File: src/rtl/parking_gate_scheduler.sv
// parking_gate_scheduler
//   Sequences the single shared barrier gate between the entry and exit lanes.
//   Arbitrates the two lanes, opens the gate for the winner, times out a car
//   that never breaks the beam, tracks occupancy against CAPACITY and drives
//   the gate-warning lamp. The time base is the 1 Hz / 2 Hz divider outputs,
//   which are resynchronised here and turned into one-cycle ticks.
//
//   Parameters
//     CAPACITY      number of parking spots (>= 1)
//     OCC_W         occupancy width, 2**OCC_W > CAPACITY
//     HOLD_SECS     seconds the gate stays open after the beam clears (>= 1)
//     TIMEOUT_SECS  seconds allowed for a car to break the beam (>= 1)
//
//   Ports
//     clk          system clock
//     reset        asynchronous, active-low reset
//     clk_1Hz      1 Hz square wave, asynchronous to clk
//     clk_2Hz      2 Hz square wave, asynchronous to clk
//     entry_req    car waiting at the entry lane (level, synchronous)
//     exit_req     car waiting at the exit lane (level, synchronous)
//     car_pass     high while the gate beam is broken (level, synchronous)
//     gate_open    gate motor command, 1 = open
//     gate_dir     lane being served, 0 = entry, 1 = exit
//     lamp         warning lamp
//     full         occupancy == CAPACITY
//     occupancy    cars currently in the lot
//     timeout_err  one-cycle pulse when an open gate times out
//
//   Build option
//     EXIT_PRIORITY_EN  when defined, the exit lane always wins a tie;
//                       otherwise ties are resolved round-robin.

module parking_gate_scheduler #(
  parameter int CAPACITY     = 8,
  parameter int OCC_W        = 4,
  parameter int HOLD_SECS    = 3,
  parameter int TIMEOUT_SECS = 10
) (
  input  logic             clk,
  input  logic             reset,
  input  logic             clk_1Hz,
  input  logic             clk_2Hz,
  input  logic             entry_req,
  input  logic             exit_req,
  input  logic             car_pass,
  output logic             gate_open,
  output logic             gate_dir,
  output logic             lamp,
  output logic             full,
  output logic [OCC_W-1:0] occupancy,
  output logic             timeout_err
);

  localparam int SEC_MAX = (HOLD_SECS > TIMEOUT_SECS) ? HOLD_SECS : TIMEOUT_SECS;
  localparam int SEC_W   = $clog2(SEC_MAX + 1);

  // Expiry fires on the tick that would bring sec_cnt up to N, so the
  // comparison is against N-1 and the transition lands on that tick's edge.
  localparam logic [SEC_W-1:0] HOLD_LAST    = SEC_W'(HOLD_SECS - 1);
  localparam logic [SEC_W-1:0] TIMEOUT_LAST = SEC_W'(TIMEOUT_SECS - 1);
  localparam logic [OCC_W-1:0] CAP          = OCC_W'(CAPACITY);

  typedef enum logic [1:0] {
    IDLE = 2'd0,
    OPEN = 2'd1,
    PASS = 2'd2,
    HOLD = 2'd3
  } state_t;

  state_t           state;
  logic [SEC_W-1:0] sec_cnt;
  logic             last_dir;

  // [0] and [1] form the synchronizer; [2] holds the previous synchronized
  // value for the rising-edge detector.
  logic [2:0]       sync_1hz;
  logic [2:0]       sync_2hz;
  logic             tick1;
  logic             tick2;

  logic             entry_ok;
  logic             exit_ok;
  logic             grant_exit;

  // Occupancy moves by one car and saturates at both ends instead of wrapping.
  function automatic logic [OCC_W-1:0] occ_step(input logic [OCC_W-1:0] occ,
                                                input logic             dir);
    if (!dir)
      return (occ >= CAP) ? CAP : occ + OCC_W'(1);
    else
      return (occ == '0) ? '0 : occ - OCC_W'(1);
  endfunction

  // Tick generation
  always_ff @(posedge clk or negedge reset) begin
    if (!reset) begin
      sync_1hz <= '0;
      sync_2hz <= '0;
    end else begin
      sync_1hz <= {sync_1hz[1:0], clk_1Hz};
      sync_2hz <= {sync_2hz[1:0], clk_2Hz};
    end
  end

  assign tick1 = sync_1hz[1] & ~sync_1hz[2];
  assign tick2 = sync_2hz[1] & ~sync_2hz[2];

  // Lane arbitration
  assign full     = (occupancy == CAP);
  assign entry_ok = entry_req & ~full;
  assign exit_ok  = exit_req & (occupancy != '0);

`ifdef EXIT_PRIORITY_EN
  assign grant_exit = exit_ok;
`else
  // On a tie, serve the lane opposite to the one served last.
  assign grant_exit = exit_ok & (~entry_ok | ~last_dir);
`endif

  // Gate sequencer
  always_ff @(posedge clk or negedge reset) begin
    if (!reset) begin
      state       <= IDLE;
      gate_open   <= 1'b0;
      gate_dir    <= 1'b0;
      lamp        <= 1'b0;
      occupancy   <= '0;
      timeout_err <= 1'b0;
      last_dir    <= 1'b1;
      sec_cnt     <= '0;
    end else begin
      timeout_err <= 1'b0;

      // The lamp blinks at 2 Hz whenever the gate is open; the branches below
      // override this when the gate closes.
      if (state != IDLE && tick2)
        lamp <= ~lamp;

      case (state)
        IDLE: begin
          gate_open <= 1'b0;
          lamp      <= 1'b0;
          sec_cnt   <= '0;
          if (entry_ok | exit_ok) begin
            state     <= OPEN;
            gate_dir  <= grant_exit;
            last_dir  <= grant_exit;
            gate_open <= 1'b1;
            lamp      <= 1'b1;
          end
        end

        OPEN: begin
          // A beam break wins over an expiry landing on the same edge.
          if (car_pass) begin
            state   <= PASS;
            sec_cnt <= '0;
          end else if (tick1 && sec_cnt == TIMEOUT_LAST) begin
            state       <= IDLE;
            gate_open   <= 1'b0;
            lamp        <= 1'b0;
            timeout_err <= 1'b1;
            sec_cnt     <= '0;
          end else if (tick1) begin
            sec_cnt <= sec_cnt + SEC_W'(1);
          end
        end

        PASS: begin
          // PASS is only entered with car_pass high, so the first low sample
          // is the falling edge that counts the car.
          if (!car_pass) begin
            state     <= HOLD;
            occupancy <= occ_step(occupancy, gate_dir);
            sec_cnt   <= '0;
          end
        end

        HOLD: begin
          // A tailgater re-enters PASS and restarts the hold time afterwards.
          if (car_pass) begin
            state   <= PASS;
            sec_cnt <= '0;
          end else if (tick1 && sec_cnt == HOLD_LAST) begin
            state     <= IDLE;
            gate_open <= 1'b0;
            lamp      <= 1'b0;
            sec_cnt   <= '0;
          end else if (tick1) begin
            sec_cnt <= sec_cnt + SEC_W'(1);
          end
        end

        default: begin
          state     <= IDLE;
          gate_open <= 1'b0;
          lamp      <= 1'b0;
          sec_cnt   <= '0;
        end
      endcase
    end
  end

endmodule
File: config.mk
export PLATFORM = sky130hd
export DESIGN_NAME = parking_gate_scheduler
export DESIGN_NICKNAME = d
export VERILOG_FILES = /design/src/rtl/parking_gate_scheduler.sv
export SDC_FILE = /design/constraint.sdc
export NUM_CORES = 1
export LEC_CHECK = 0
export CORE_UTILIZATION = 50
export DETAILED_ROUTE_END_ITERATION = 7
export DONT_BUFFER_PORTS = 1
export GPL_TIMING_DRIVEN = 1
export PLACE_DENSITY_LB_ADDON = 0.3
export SLEW_MARGIN = 5
export SYNTH_ARGS = -nofsm -noshare
export SYNTH_HDL_FRONTEND = slang
export SYNTH_SLANG_ARGS = --single-unit
File: constraint.sdc
create_clock -name clk -period 2.8 [get_ports clk]
set_input_delay 0.28 -clock clk [delete_from_list [all_inputs] [get_ports clk]]
set_output_delay 0.28 -clock clk [all_outputs]
set_load 0.01 [all_outputs]
# Word level (Yosys, flattened, before mapping)
# Index checks and enable logic that the tools add are counted.
# totals
regBits	21
in_bits	7
# classes
addsub	3
eq_ne	14
mux	32
reduce_logical	12
magnitude_cmp	1
n_bitwise	14
# op_table
operator	n
$mux W4	9
$pmux W4 S4	1
$mux W1	13
$mux W2	6
$ne A2 B2 Y1 const B	6
$add A4 B1 Y4 const B	2
$eq A4 B4 Y1 const B	2
$pmux W2 S4	1
$not A1 Y1	7
$ne A3 B3 Y1 const B	2
$pmux W1 S3	2
$and A1 B1 Y1	5
$reduce_and A5 Y1	1
$eq A2 B2 Y1 const B	2
$eq A4 B2 Y1 const B	1
$ge A4 B4 Y1 const B	1
$logic_not A4 Y1	1
$reduce_and A2 Y1	2
$reduce_and A4 Y1	1
$reduce_bool A4 Y1	1
$sub A4 B1 Y4 const B	1
$logic_and A1 B1 Y1	3
$reduce_bool A3 Y1	1
$eq A2 B1 Y1 const B	1
3 further kinds	4

# Longest topological paths before layout
# Gate-level depths: netlist of the first run.
# logic_depth
ltp_word	7
ltp_mapped	6

# Least setup slack after synthesis of the first run
# No wires, ideal clock.
# synth_timing
path_type	register to register
startpoint	register occupancy[0]
endpoint	register gate_open
required_ps	2682
n_path_buf	0
period_less_slack_ps	1580
t_arrival_ps	1462
slack_ps	1220
stages_incl_launch_ff	7
cell_sequence	dfrtp_1 inv_1 ha_1 nand2b_2 o21a_1 o221a_2 a21o_1
# synth_via
elab_chain_cells	6
# synth_lines
item	line	source
start: declaration	50	output logic [OCC_W-1:0] occupancy,
start signal: assignment	174	occupancy <= occ_step(occupancy, gate_dir);
$eq A4 B4 Y1	109	assign full = (occupancy == CAP);
$not A1 Y1	110	assign entry_ok = entry_req & ~full;
$and A1 B1 Y1	110	
$or A1 B1 Y1 *	144	if (entry_ok | exit_ok) begin
$mux W1 *	144	
$pmux W1 S3 *	139	case (state)
end signal: assignment	124	gate_open <= 1'b0;
end signal: assignment	141	gate_open <= 1'b0;
end signal: assignment	148	gate_open <= 1'b1;
end: declaration	46	output logic gate_open,
# Every way passes the cells marked *; elsewhere a longest branch is shown, timed or not.
# A chain may end at the register's enable or synchronous reset.

# Final worst setup path of the first run
# layout_timing
startpoint	register occupancy[0]
endpoint	register lamp
# layout_via
elab_chain_cells	6
# layout_lines
item	line	source
$eq A4 B4 Y1	109	
$not A1 Y1	110	
$and A1 B1 Y1	110	
$or A1 B1 Y1 *	144	
$mux W1 *	144	
$pmux W1 S3 *	139	
end signal: assignment	137	lamp <= ~lamp;
end: declaration	48	output logic lamp,
# Marked as above.

==> results of run 1 <==
-- metal layers --
metal	GRT usage (%)	up-vias	part of all wire (%)
met2	27.1	25	47
met3	6.79	2	6.7
li1	-	370	-
met1	23.0	370	46
met4	3.89	0	0.39
met5	0	-	0
-- state kept, by name (all words and copies together) (netlist names), named ones only --
| signal | count |
|---|---|
| last_dir | 1 |
| timeout_err | 1 |
| gate_open | 1 |
| occupancy | 4 |
| sync_2hz | 3 |
| sync_1hz | 3 |
| state | 1 |
| sec_cnt | 4 |
| lamp | 1 |
| gate_dir | 1 |
-- metrics by stage --
step | hold WS [ns] | total power, mW | cell area (um^2)
detailed placement | -0.0152 | 0.677 | 1060
global placement | -0.0152 | 0.669 | 1060
floorplan | -0.0156 | 0.639 | 1040
global route | 0.104 | 0.886 | 1120
CTS | 0.115 | 0.827 | 1120
finish | 0.124 | 0.819 | 1120
-- cell families (layout without fill, tap and decap cells) --
family          Yosys count  after routing  synth area share, %
simple gates             34             34                 20.1
compound gates           29             29                 18.7
flops                    21             21                 50.7
buf+inv                   8             14                 3.61
fa+ha+maj                 5              5                 6.02
xor+xnor                  1              1                0.844
-- area by class of cell --
type / count / area share [%]
tap: 27 / 3.02
sequential: 21 / 47.1
inverter: 7 / 2.35
timing repair buffer: 3 / 2.69
multi-input combinational: 69 / 42.4
clock buffer: 4 / 2.35
-- worst min-delay path by stage --
stage,depth (start not counted),from,end
3_5_place_dp,0,reset,occupancy[3]$_DFFE_PN0P_
6_report,1,car_pass,flip-flop
3_3_place_gp,0,reset,sec_cnt[3]$_DFFE_PN0P_
4_1_cts,1,car_pass,flip-flop
5_1_grt,1,car_pass,flip-flop
2_1_floorplan,0,reset,asynchronous set/reset pin
-- worst max-delay path, stage by stage, from the launching register on --
cell	delay [ns]
dfrtp_1	0.48
inv_1	0.11
ha_1	0.29
nand2b_2	0.12
o21a_1	0.19
o221a_2	0.29
a21o_1	0.16
-- power breakdown --
part / internal [mW] / switching, mW
clock: 0.0555 / 0.0834
sequential: 0.365 / 0.106
combinational: 0.0958 / 0.112
total: 0.517 / 0.302
-- layout by cell type, fill, tap and decap left out, types with 3 or more instances in the layout --
master / instances
dfrtp_1: 20
inv_1: 7
o21ai_0: 7
nand3_1: 6
nor2_1: 5
ha_1: 5
nand2_1: 4
a21oi_1: 4
o31ai_1: 4
nand3b_1: 3
a21o_1: 3
clkbuf_4: 3
dlygate4sd3_1: 3
-- repair_timing --
item | in CTS | in global routing
gates resized for setup | 0 | 0
hold endpoints to repair | 23 | 0
hold buffers | 3 | 0
==> metrics.txt, run 1 <==
WP data required 2.99 ns; RSZ-0062 raised after global routing no; vias per cell 5.85; Placement Setup Slack 1.09 ns; Post-Layout Cell Count 131; Worst-Skew Late Latency 0.30 ns; P per Cell Area 733 nW/um^2; GRT Total Usage 17.3%; CP endpoint kind flip-flop; Avg Inst Size Synth 10.6 um^2; EDFF count, synth 0; die area 2260 um^2; Synth area leaders dfrtp_1 48%, ha_1 6.0%, o21ai_0 3.4%; largest net degree at the start of global routing 22; Critical path origin occupancy[0]$_DFFE_PN0P_; top post-synthesis cells by count 20 x dfrtp_1, 7 x inv_1, 7 x o21ai_0; Area Overhead vs Synth 7.59%; Multi-input gate area 474 um^2; DR DRC count 0; FFs w/ async S/R, synth 100%; core area 1960 um^2; TritonCTS clock tree yes; outcome completed; global-route wire length before repair 2.73 mm; top_reg_cell synth dfrtp_1; drt initial violations 9; Synth cell types 37; most common cell in the synthesized netlist dfrtp_1; worst slew pin tran 0.928 ns; final core utilization 57.0%; r2r worst-path depth 6; Ys Warns 0; worst vdd ir 0.501 mV; count of final setup violators 0; Filler cells 190; synthesis-stage register bit count 21; Root Driver clkbuf_4; total of max-cap violations 0; total number of H-tree levels 1; vias in the first global route 674; final worst setup slack 1.07 ns; skew final 0.0114 ns; die height 47.6 um; worst r2r src occupancy[0]$_DFFE_PN0P_; shortest period the worst path allows 1.73 ns; clk sinks 21; Slew Viols, Final 0; I/O Buffers 0; Antenna Cells 0; Ports 16; Max Fanout on Critical Path 6; initial antenna violation count 0; Post-Syn Area 1040 um^2; Slew HR 37.9%; Worst Setup EP lamp$_DFF_PN0_; HPWL Detailed 1.29 mm; row count 16; post-synth top area share 48.2%; via count 767; Setup TNS Final 0 ns; CP startpoint kind flip-flop; Die X 47.6 um; postcts setup bufs 0; DRT Pass-1 Iters 4; Arr. time, crit path 1.92 ns; gpl congestion 0.719; FF/Latch Area 527 um^2; Crit Path Class reg2reg; Post-Synthesis Cells 98; drt total wl 1.79 mm; reg2reg end lamp$_DFF_PN0_; syn_nets 110; Clock Pin Slew Worst Setup and Hold Paths 0.11 ns; initial core utilization 52.9%; r2r setup slk 1.07 ns; Num CTS Buffers 3; register area share after synthesis 50.7%; dpl cells 124; part of the cycle the worst path needs 61.9%; Final Hold Violating Endpoints 0; clock buffer depth 2; f_max 577 MHz; post-synth top area cell dfrtp_1; grt total ovfl 0; Leakage 0.498 nW; HP Class in2reg; share of layout cells above drive strength 1 8.65%; final net count 117; routed wire length per instance 13.6 um; Final ANT Viol Nets 0
Power figures use the tool's default switching activity.
==> run 2: changes to the inputs <==
==> constraint.sdc (replaced) <==
create_clock -name clk -period 1.4 [get_ports clk]
set_input_delay 0.14 -clock clk [delete_from_list [all_inputs] [get_ports clk]]
set_output_delay 0.14 -clock clk [all_outputs]
set_load 0.01 [all_outputs]
==> metrics.txt, run 2 (synthesis results as in run 1) <==
final core utilization 70.7%; Area after DPL 1200 um^2; total of max-cap violations 0; Combinational Power Share 44.1%; Clock Pin Slew Worst Setup and Hold Paths 0.13 ns; failing checks setup timing; initial antenna violation count 0; f_max 695 MHz; Antenna Cells 0; Slew HR 38.5%; global-route wire length before repair 3.53 mm; Flop pwr share 40.8%; shortest period the worst path allows 1.44 ns; Max Fanout on Critical Path 4; die height 47.6 um; HP Class in2reg; Num CTS Buffers 3; total number of H-tree levels 1; commonest non-fill, non-tap cell in the layout buf_4; most frequent cells in the layout 24 x buf_4, 18 x dfrtp_1, 5 x nor2_1, 5 x nand3_1; Slew Viols, Final 0; clock buffer depth 2; worst slew pin tran 0.919 ns; I/O Buffers 0; Final Cell Area 1390 um^2; drt initial violations 23; gpl congestion 0.819; Final ANT Viol Nets 0; clock power share 15.1%; Crit Path Class reg2reg; Die X 47.6 um; Ports 16; routed wire length per instance 15.6 um; CP startpoint kind flip-flop; row count 16; Arr. time, crit path 1.67 ns; GRT Total Usage 23.7%; Final Hold Violating Endpoints 0; share of layout cells above drive strength 1 36.4%; count of final setup violators 6; core area 1960 um^2; vias per cell 5.85; WP data required 1.63 ns; die area 2260 um^2; initial core utilization 52.9%; drt total wl 2.44 mm; P per Cell Area 1500 nW/um^2; skew final 0.00319 ns; CP endpoint kind flip-flop; Area Overhead vs Synth 33.5%; outcome finished, violations left; worst vdd ir 1.26 mV; RSZ-0062 raised after global routing yes; TritonCTS clock tree yes; Root Driver clkbuf_4; DRT Pass-1 Iters 4; HPWL Detailed 1.64 mm; final net count 142; grt total ovfl 0; Pint 1.31 mW; final worst setup slack -0.0398 ns; via count 913; Worst-Skew Late Latency 0.32 ns; Largest regs occupancy (4), sec_cnt (4); Worst Hold Slack 0.0212 ns; Leakage 0.629 nW; DR DRC count 0; vias in the first global route 802; switching power 770 uW; largest net degree at the start of global routing 22; part of the cycle the worst path needs 103%; switch share 37.1%; clk sinks 21
## run 2: cell count changes in the layout (fill, tap and decap cells not counted), sizes merged
cell	before	now
clkbuf	4	3
dlygate4sd3	3	4
buf	0	24
clkinv	0	1
## run 2: stage by stage
step                setup TNS, ns  power (mW)  std cells  setup WS (ns)
finish                     -0.194        2.08        156        -0.0398
global route               -0.842        2.19        156         -0.125
CTS                        -0.112        2.04        152        -0.0504
detailed placement        -0.0805        1.64        139        -0.0276
global placement                0        1.60        139         0.0238
floorplan                 -0.0207        1.35         98       -0.00691
## run 2: final cells by class
class / instances / area (um^2)
Fill cell: 158 / 576
Multi-Input combinational cell: 69 / 549
Sequential cell: 21 / 529
Timing Repair Buffer: 28 / 220
Tap cell: 27 / 33.8
Inverter: 7 / 26.3
Clock buffer: 3 / 22.5
Clock inverter: 1 / 5.00
## run 2: path summary, 6_finish.rpt
kind / start / to / slack [ns] / cells after the start
min: entry_req / last_dir$_DFFE_PN1P_ / 0.02 / 3
min reg2reg: sync_2hz[0]$_DFF_PN0_ / sync_2hz[1]$_DFF_PN0_ / 0.38 / 0
max in group asynchronous: reset / occupancy[1]$_DFFE_PN0P_ / 0.40 / 1
max: sec_cnt[0]$_DFFE_PN0P_ / gate_open$_DFFE_PN0P_ / -0.04 / 6
min in group asynchronous: reset / timeout_err$_DFF_PN0_ / 0.38 / 1
max reg2reg: sec_cnt[0]$_DFFE_PN0P_ / gate_open$_DFFE_PN0P_ / -0.04 / 6
## run 2: worst max-delay path, cell delays in order (launching register included)
cell	delay [ns]
dfrtp_1	0.42
inv_1	0.07
ha_1	0.14
nand3b_1	0.15
a21oi_4	0.26
a31oi_2	0.13
a21o_1	0.17
## run 2: what timing repair did
item / CTS / global route
hold endpoints to repair: 24 / 1
gates resized for setup: 1 / 13
setup endpoints to repair: 8 / 14
hold buffers: 3 / 1
pin swaps: 6 / 5
buffers inserted: 6 / 3
## run 2: power by group through the flow
stage	clock network, mW	logic, mW	registers, mW
floorplan	0	0.448	0.903
global placement	0	0.742	0.861
detailed placement	0	0.775	0.867
CTS	0.312	0.881	0.847
global route	0.338	0.988	0.866
finish	0.314	0.915	0.847
## run 2: layer usage
layer,track usage (%),part of all wire (%)
met1,28.5,42
met3,7.17,4.9
met4,13.3,1.8
met5,0,0
met2,38.1,51
==> run 3: changes to the inputs <==
--- a/config.mk
+++ b/config.mk
@@ -5,11 +5,13 @@
 export SDC_FILE = /design/constraint.sdc
 export NUM_CORES = 1
 export LEC_CHECK = 0
+export ABC_AREA = 1
 export CORE_UTILIZATION = 50
 export DETAILED_ROUTE_END_ITERATION = 7
 export DONT_BUFFER_PORTS = 1
 export GPL_TIMING_DRIVEN = 1
 export PLACE_DENSITY_LB_ADDON = 0.3
+export RECOVER_POWER = 25
 export SLEW_MARGIN = 5
 export SYNTH_ARGS = -nofsm -noshare
 export SYNTH_HDL_FRONTEND = slang
==> metrics.txt, run 3 <==
drt initial violations 7; CP startpoint kind flip-flop; part of the cycle the worst path needs 97.4%; DR DRC count 0; switch share 43.4%; routed wire length per instance 12.5 um; row count 16; most common cell in the synthesized netlist nand2_1; Avg Inst Size Synth 8.79 um^2; Flop pwr share 42.2%; Critical-path top delay cell dfrtp_2; Root Driver clkbuf_4; Worst-Skew Late Latency 0.30 ns; Num CTS Buffers 3; initial core utilization 54.4%; syn_nets 136; final worst setup slack 0.0366 ns; f_max 733 MHz; TritonCTS clock tree yes; Slew Viols, Final 0; clock power share 12.4%; Largest regs occupancy (4), sec_cnt (4); share of layout cells above drive strength 1 24.8%; initial antenna violation count 0; Max Fanout on Critical Path 5; post-synth top area share 45.9%; I/O Buffers 0; Final Cell Area 1260 um^2; Setup TNS Final 0 ns; Placement Setup Slack -0.00357 ns; Clock Pin Slew Worst Setup and Hold Paths 0.11 ns; Pint 1.32 mW; switching power 1.02 mW; Ys Warns 0; Area after DPL 1150 um^2; Synth area leaders dfrtp_1 46%, nand2_1 9.0%, ha_1 5.7%; worst r2r src sec_cnt[0]$_DFFE_PN0P_; total of max-cap violations 0; Post-Synthesis Cells 124; Combinational Power Share 45.4%; commonest non-fill, non-tap cell in the layout nand2_1; final net count 150; r2r worst-path depth 9; post-synth top area cell dfrtp_1; drt total wl 2.05 mm; total number of H-tree levels 1; worst vdd ir 0.915 mV; Crit Path Class reg2reg; synthesis-stage register bit count 21; Critical path origin sec_cnt[0]$_DFFE_PN0P_; Ports 16; CP max stage delay 0.46 ns; via count 846; DRT Pass-1 Iters 4; Final Hold Violating Endpoints 0; Synth cell types 25; vias per cell 5.16; Filler cells 165; gpl congestion 0.843; worst slew pin tran 0.921 ns; Slew HR 38.4%; r2r setup slk 0.04 ns; count of final setup violators 0; CP endpoint kind flip-flop; EDFF count, synth 0; P per Cell Area 1850 nW/um^2; largest net degree at the start of global routing 22; HPWL Detailed 1.49 mm; core area 2000 um^2; clk sinks 21; GRT Total Usage 20.8%; WP data required 1.61 ns; grt total ovfl 0; FFs w/ async S/R, synth 100%; top post-synthesis cells by count 26 x nand2_1, 20 x dfrtp_1, 14 x inv_1; Post-Syn Area 1090 um^2; register area share after synthesis 48.3%; critical-path cell list inv_1 > ha_1 > nand3_2 > nand2_2 > nand2_2 > nand2_4 > nand3_2 > nand2_1 > nand2_1; RSZ-0062 raised after global routing yes; HP Class in2reg; shortest period the worst path allows 1.36 ns; clock buffer depth 2; vias in the first global route 848; Area Overhead vs Synth 15.8%; Leakage 0.597 nW; Die X 48.7 um; Antenna Cells 0; die area 2370 um^2; most frequent cells in the layout 23 x nand2_1, 19 x dfrtp_1, 11 x inv_1, 8 x o21ai_0, 8 x nor2_1; die height 48.7 um; outcome completed; Final ANT Viol Nets 0; skew final 0.000768 ns; Arr. time, crit path 1.57 ns; top_reg_cell synth dfrtp_1; global-route wire length before repair 3.67 mm
run 3: cell types whose count changed after synthesis, moves of 3 or more:
cell      previous run  this run
nand2_2              0         3
a21o_1               3         0
nand3b_1             3         0
o21ai_0              7        10
o21ai_1              1         4
inv_2                0         4
nand2_1              4        26
inv_1                7        14
xor2_1               0         4
nor2_1               5         8
o31ai_1              4         0
run 3: layout make-up:
class	count	area (um^2)	share of cell area (%)
Sequential cell	21	528	41.8
Multi-Input combinational cell	84	522	41.3
Timing Repair Buffer	10	85.1	6.74
Inverter	18	67.6	5.35
Tap cell	27	33.8	2.68
Clock buffer	4	26.3	2.08
run 3: repair_timing:
action	CTS	global route
hold buffers	4	0
endpoints found under the hold margin	26	0
resized for setup	1	12
endpoints found under the setup margin	1	11
pin swaps	0	2
setup buffers	0	1
run 3: logic make-up after synthesis:
family	synth area share, %
simple gates	23.4
compound gates	11.3
flops	48.3
buf+inv	7.23
xor+xnor	4.02
fa+ha+maj	5.74
run 3: worst min path at each step:
stage | start | end | slack (ns) | cells past startpoint
2_1_floorplan | reset | asynchronous set/reset pin | -0.16 | 0
3_3_place_gp | reset | sync_1hz[2]$_DFF_PN0_ | -0.16 | 0
3_5_place_dp | reset | occupancy[2]$_DFFE_PN0P_ | -0.16 | 0
4_1_cts | car_pass | sec_cnt[0]$_DFFE_PN0P_ | 0.04 | 2
5_1_grt | car_pass | sec_cnt[0]$_DFFE_PN0P_ | 0.04 | 2
6_report | car_pass | sec_cnt[0]$_DFFE_PN0P_ | 0.04 | 2
run 3: metrics by stage:
stage / hold slack (ns) / util, % / power [mW] / cells
after floorplan: -0.156 / - / 1.72 / 124
after global placement: -0.155 / 57.6 / 1.92 / 155
after detailed placement: -0.155 / 57.6 / 1.96 / 155
after CTS: 0.0379 / 61.4 / 2.31 / 163
after global routing: 0.0410 / 63.1 / 2.55 / 164
final: 0.0415 / 63.1 / 2.34 / 164
run 3: layer usage:
metal | global-route usage, % | vias up | part of all wire (%)
li1 | - | 426 | -
met2 | 37.7 | 18 | 54
met1 | 23.2 | 397 | 41
met5 | 0 | - | 0
met4 | 8.82 | 0 | 1.7
met3 | 4.72 | 5 | 3.9
run 3: power groups by stage:
stage          registers, mW  clock network (mW)  logic (mW)
2_1_floorplan          0.953                   0       0.771
3_3_place_gp           0.982                   0       0.936
3_5_place_dp           0.994                   0       0.961
4_1_cts                0.980               0.300        1.03
5_1_grt                 1.01               0.328        1.21
6_report               0.988               0.291        1.06
run 3: worst max-delay path, delay by kind of cell, from the launching register on:
family                     cells  cell delay, ns
and+or+nand+nor                7            0.57
buffers and inverters          1            0.07
DFF                            1            0.46
adders and majority gates      1            0.16
